File: src/rtl/serial_adder_pkg.sv
// Shared types and sizing helpers for the bit-serial adder.
package serial_adder_pkg;

  typedef enum logic [1:0] {
    IDLE = 2'd0,
    RUN  = 2'd1,
    DONE = 2'd2
  } sa_state_e;

  // Bits needed to index WIDTH bit positions; never narrower than one bit.
  function automatic int unsigned cnt_width(input int unsigned width);
    return (width < 2) ? 1 : $clog2(width);
  endfunction

endpackage

File: src/rtl/adder.sv
// One-bit full adder cell shared by the serial datapath.
module adder (
  input  logic a,
  input  logic b,
  input  logic cin,
  output logic sum,
  output logic cout
);

  assign sum  = a ^ b ^ cin;
  assign cout = (a & b) | (cin & (a ^ b));

endmodule

File: src/rtl/serial_adder.sv
// Bit-serial WIDTH-bit adder: captures operands, feeds one bit pair per clock
// through a single full-adder cell, and presents {cout,result} with a done pulse.
module serial_adder
  import serial_adder_pkg::*;
#(
  parameter int unsigned WIDTH = 8
) (
  input  logic             clk,
  input  logic             rst_n,
  input  logic             start,
  input  logic [WIDTH-1:0] op_a,
  input  logic [WIDTH-1:0] op_b,
  input  logic             cin,
  output logic             busy,
  output logic             done,
  output logic [WIDTH-1:0] result,
  output logic             cout
);

  localparam int unsigned CW = cnt_width(WIDTH);

  sa_state_e        state_q, state_d;
  logic [WIDTH-1:0] a_sr_q, a_sr_d;
  logic [WIDTH-1:0] b_sr_q, b_sr_d;
  // Holds the upper sum bits; the newest bit is appended on the fly.
  logic [WIDTH-2:0] s_sr_q, s_sr_d;
  logic             carry_q, carry_d;
  logic [CW-1:0]    cnt_q, cnt_d;
  logic [WIDTH-1:0] result_q, result_d;
  logic             cout_q, cout_d;
  logic             busy_q, busy_d;
  logic             done_q, done_d;

  logic             fa_sum_c;
  logic             fa_cout_c;
  logic [WIDTH-1:0] sum_next_c;

  adder u_adder (
    .a    (a_sr_q[0]),
    .b    (b_sr_q[0]),
    .cin  (carry_q),
    .sum  (fa_sum_c),
    .cout (fa_cout_c)
  );

  assign sum_next_c = {fa_sum_c, s_sr_q};

  // Next-state and datapath update.
  always_comb begin
    state_d  = state_q;
    a_sr_d   = a_sr_q;
    b_sr_d   = b_sr_q;
    s_sr_d   = s_sr_q;
    carry_d  = carry_q;
    cnt_d    = cnt_q;
    result_d = result_q;
    cout_d   = cout_q;

    unique case (state_q)
      IDLE: begin
        if (start) begin
          state_d = RUN;
          a_sr_d  = op_a;
          b_sr_d  = op_b;
          carry_d = cin;
          cnt_d   = '0;
        end
      end
      RUN: begin
        a_sr_d  = {1'b0, a_sr_q[WIDTH-1:1]};
        b_sr_d  = {1'b0, b_sr_q[WIDTH-1:1]};
        s_sr_d  = sum_next_c[WIDTH-1:1];
        carry_d = fa_cout_c;
        cnt_d   = cnt_q + CW'(1);
        if (cnt_q == CW'(WIDTH - 1)) begin
          state_d  = DONE;
          result_d = sum_next_c;
          cout_d   = fa_cout_c;
        end
      end
      DONE: begin
        state_d = IDLE;
      end
      default: begin
        state_d = IDLE;
      end
    endcase

    busy_d = (state_d == RUN);
    done_d = (state_d == DONE);
  end

  always_ff @(posedge clk or negedge rst_n) begin
    if (!rst_n) begin
      state_q  <= IDLE;
      a_sr_q   <= '0;
      b_sr_q   <= '0;
      s_sr_q   <= '0;
      carry_q  <= 1'b0;
      cnt_q    <= '0;
      result_q <= '0;
      cout_q   <= 1'b0;
      busy_q   <= 1'b0;
      done_q   <= 1'b0;
    end else begin
      state_q  <= state_d;
      a_sr_q   <= a_sr_d;
      b_sr_q   <= b_sr_d;
      s_sr_q   <= s_sr_d;
      carry_q  <= carry_d;
      cnt_q    <= cnt_d;
      result_q <= result_d;
      cout_q   <= cout_d;
      busy_q   <= busy_d;
      done_q   <= done_d;
    end
  end

  assign busy   = busy_q;
  assign done   = done_q;
  assign result = result_q;
  assign cout   = cout_q;

endmodule

File: config.mk
export PLATFORM = sky130hd
export DESIGN_NAME = serial_adder
export DESIGN_NICKNAME = d
export VERILOG_FILES = /design/src/rtl/serial_adder_pkg.sv /design/src/rtl/adder.sv /design/src/rtl/serial_adder.sv
export SDC_FILE = /design/constraint.sdc
export NUM_CORES = 1
export LEC_CHECK = 0
export ABC_CLOCK_PERIOD_IN_PS = 2700
export CELL_PAD_IN_SITES_DETAIL_PLACEMENT = 0
export CELL_PAD_IN_SITES_GLOBAL_PLACEMENT = 1
export CORE_MARGIN = 2
export CORE_UTILIZATION = 44
export CTS_CLUSTER_SIZE = 12
export DETAILED_ROUTE_END_ITERATION = 6
export HOLD_SLACK_MARGIN = 0.03
export PLACE_DENSITY = 0.94
export SETUP_SLACK_MARGIN = 0.05
export SYNTH_ARGS = -nofsm -noshare
export SYNTH_HDL_FRONTEND = slang
export SYNTH_HIERARCHICAL = 1
export SYNTH_SLANG_ARGS = --single-unit
File: constraint.sdc
create_clock -name clk -period 2.7 [get_ports clk]
set_clock_uncertainty 0.15 [all_clocks]
set_input_delay 0.405 -clock clk [delete_from_list [all_inputs] [get_ports clk]]
set_output_delay 0.405 -clock clk [all_outputs]
set_load 0.02 [all_outputs]
==> results.yml <==
die:
  die_area_um2: 4600
  die_w_um: 67.8
  dieHeight_um: 67.8
  initial_core_util_pct: 45.1
  io_pins: 31
  core_area_um2: 3970
  rows: 23
synthesis:
  ys_async_sr_fraction_pct: 100
  synthFlopType: "dfrtp_1"
  synth_area_um2: 1790
  synth_fp_nets: 181
  synth.distinct_cells: 24
  synth_seq_cells: 40
  synth_top_area_share_pct: 55.9
  yosysTopAreaCell: "dfrtp_1"
  synth.area.top_cells: "dfrtp_1 (56%), mux2_4 (7.5%), o32ai_1 (5.4%), o22ai_1 (5.2%), nand2_1 (5.0%)"
  yosysSeqAreaShare_pct: 55.9
  yosys_warnings: 6
  synth-edff-count: 0
  synthCells: 158
  synth_most_common_cell: "dfrtp_1"
  synth.avg_cell_area_um2: 11.3
  synth_common_cells: "dfrtp_1 (40), nand2_1 (24), o22ai_1 (15)"
global_route:
  grt_pass1_vias: 1349
  grt_max_degree: 41
  grt_pass1_wl_um: 6010
  grt_antenna_before_repair: 0
  grt_overflow: 0
  grt_use_total_pct: 17.4
sta:
  tightest_slew_ns: 0.880
  fin_setup_tns_ns: 0
  hold_violations: 0
  max_clock_freq_mhz: 549
  min_period_over_period_pct: 67.5
  slew_headroom_pct: 41.3
  rsz0062_at_grt: "no"
  report.final.slew_viol_count: 0
  post-route-min-period_ns: 1.82
  setup_viol: 0
cts:
  cts_resized: 0
  cts.htree.levels: 2
  ctsHoldBuffers: 0
  insertion_delay_ns: 0.29
  cts_root_buf: "clkbuf_8"
  numCtsBuffers: 5
  cts.path.max_buffers: 2
  post_cts_buffers: 0
  clkTransAtPathRegs_ns: 0.08
  cts.sinks: 40
  cts_tree: "built"
route:
  dr.pass1.iters: 4
  viasPerCell: 5.47
  wl_um: 3490
  drt_iter0_markers: 92
  wl_per_cell_um: 14.8
  vias: 1290
  drtAntennaViolNets: 0
  drc: 0
setup_path:
  critPathKind: "input pin to flip-flop"
  cp-startpoint: "start"
  cp_max_fo: 12
  crit_path_end_kind: "flip-flop"
  cp-start-kind: "input pin"
  ff2ff_setup_slack_ns: 0.98
  reg2reg_to: "b_sr_q[3]$_DFFE_PN0P_"
  reg2regPathDepth: 4
  worstPathRequired_ns: 2.73
  worstPathArrival_ns: 1.85
  endpoint: "cnt_q[2]$_DFFE_PN0P_"
  reg2reg_from: "state_q[1]$_DFF_PN0_"
power:
  powerDensity_nw_per_um2: 1130
  ir_drop_v: 0.000561
  p_leak_uw: 0.000954
finish:
  finalInstanceArea_um2: 2170
  drive_above_1_share_pct: 12.4
  nets: 209
  nFillCells: 340
  antenna_cells: 0
  syn2layout_area_growth_pct: 21.4
place:
  dp_hpwl_um: 2410
  place_congestion: 0.793
  io_buffers: 30
  postPlaceCellArea_um2: 2090
run:
  maxCapViolations: 0
min_path:
  hp-class: "input pin to asynchronous set/reset pin"
outcome:
  outcome: "completed"
[power breakdown]
part / switching, uW / internal, uW
combinational: 510 / 497
sequential: 197 / 873
clock: 198 / 175
total: 905 / 1540
[sequential cells by signal, summed over array words and instances (netlist names)]
signal / count
a_sr_q: 8
b_sr_q: 8
result: 8
s_sr_q: 7
cnt_q: 3
state_q: 2
busy: 1
carry_q: 1
cout: 1
done: 1
[worst min-delay path by stage]
| stage | start | endpoint | slack (ns) | cells after the start |
|---|---|---|---|---|
| CTS | rst_n | result[0]$_DFFE_PN0P_ | 0.10 | 1 |
| global route | rst_n | result[1]$_DFFE_PN0P_ | 0.14 | 1 |
| global placement | s_sr_q[0]$_DFFE_PN0P_ | s_sr_q[0]$_DFFE_PN0P_ | 0.31 | 2 |
| finish | rst_n | result[0]$_DFFE_PN0P_ | 0.07 | 1 |
| floorplan | rst_n | a_sr_q[0]$_DFFE_PN0P_ | -0.04 | 0 |
| detailed placement | s_sr_q[0]$_DFFE_PN0P_ | s_sr_q[0]$_DFFE_PN0P_ | 0.32 | 2 |
[per-layer routing]
| metal | vias to the layer above | track usage (%) | wire, um |
|---|---|---|---|
| met2 | 36 | 30.1 | 1740 |
| met5 | - | 0 | 0 |
| met4 | 0 | 3.75 | 16 |
| met1 | 631 | 21.5 | 1570 |
| li1 | 621 | - | - |
| met3 | 2 | 5.43 | 166 |
[metrics by stage]
step                      power, uW  cells  util (%)  setup WS, ns  hold slack [ns]
after floorplan                1780    158         -          1.19          -0.0406
after global placement         2030    229      52.7         0.657            0.309
after detailed placement       2100    229      52.7         0.569            0.316
after CTS                      2480    236      54.8         0.869            0.102
after global routing           2650    236      54.8         0.810            0.137
final                          2450    236      54.8         0.878           0.0740
[kinds of logic after synthesis]
family | synth area share (%)
adder cells (fa/ha/maj) | 2.51
AO/OA/AOI/OAI | 13.3
flip-flops | 55.9
buffers and inverters | 5.24
multiplexers | 8.10
AND/OR/NAND/NOR | 15.0
[cell type report]
| type | count | area [um^2] | area share, % |
|---|---|---|---|
| Timing Repair Buffer | 32 | 310 | 14.3 |
| Tap cell | 50 | 62.6 | 2.88 |
| Clock inverter | 2 | 12.5 | 0.575 |
| Inverter | 4 | 22.5 | 1.04 |
| Clock buffer | 5 | 68.8 | 3.16 |
| Sequential cell | 40 | 1000 | 46.0 |
| Multi-Input combinational cell | 103 | 697 | 32.0 |
[cells in the final DEF, fill, tap and decap left out, types with 5 or more instances in the layout]
cell type | Yosys | layout
mux2_4 | 9 | 9
nor3_1 | 12 | 12
o21ai_0 | 6 | 6
nand2_1 | 24 | 24
nor2_1 | 14 | 14
dfrtp_1 | 40 | 40
o22ai_1 | 15 | 15
o32ai_1 | 11 | 11
clkdlybuf4s50_1 | 0 | 29
clkbuf_8 | 0 | 5
[critical path, stage by stage]
cell	delay, ns
clkdlybuf4s50_1	0.68
or2_1	0.42
nand2_1	0.14
a22o_1	0.20
No activity file was read; power rests on OpenSTA's default activity.
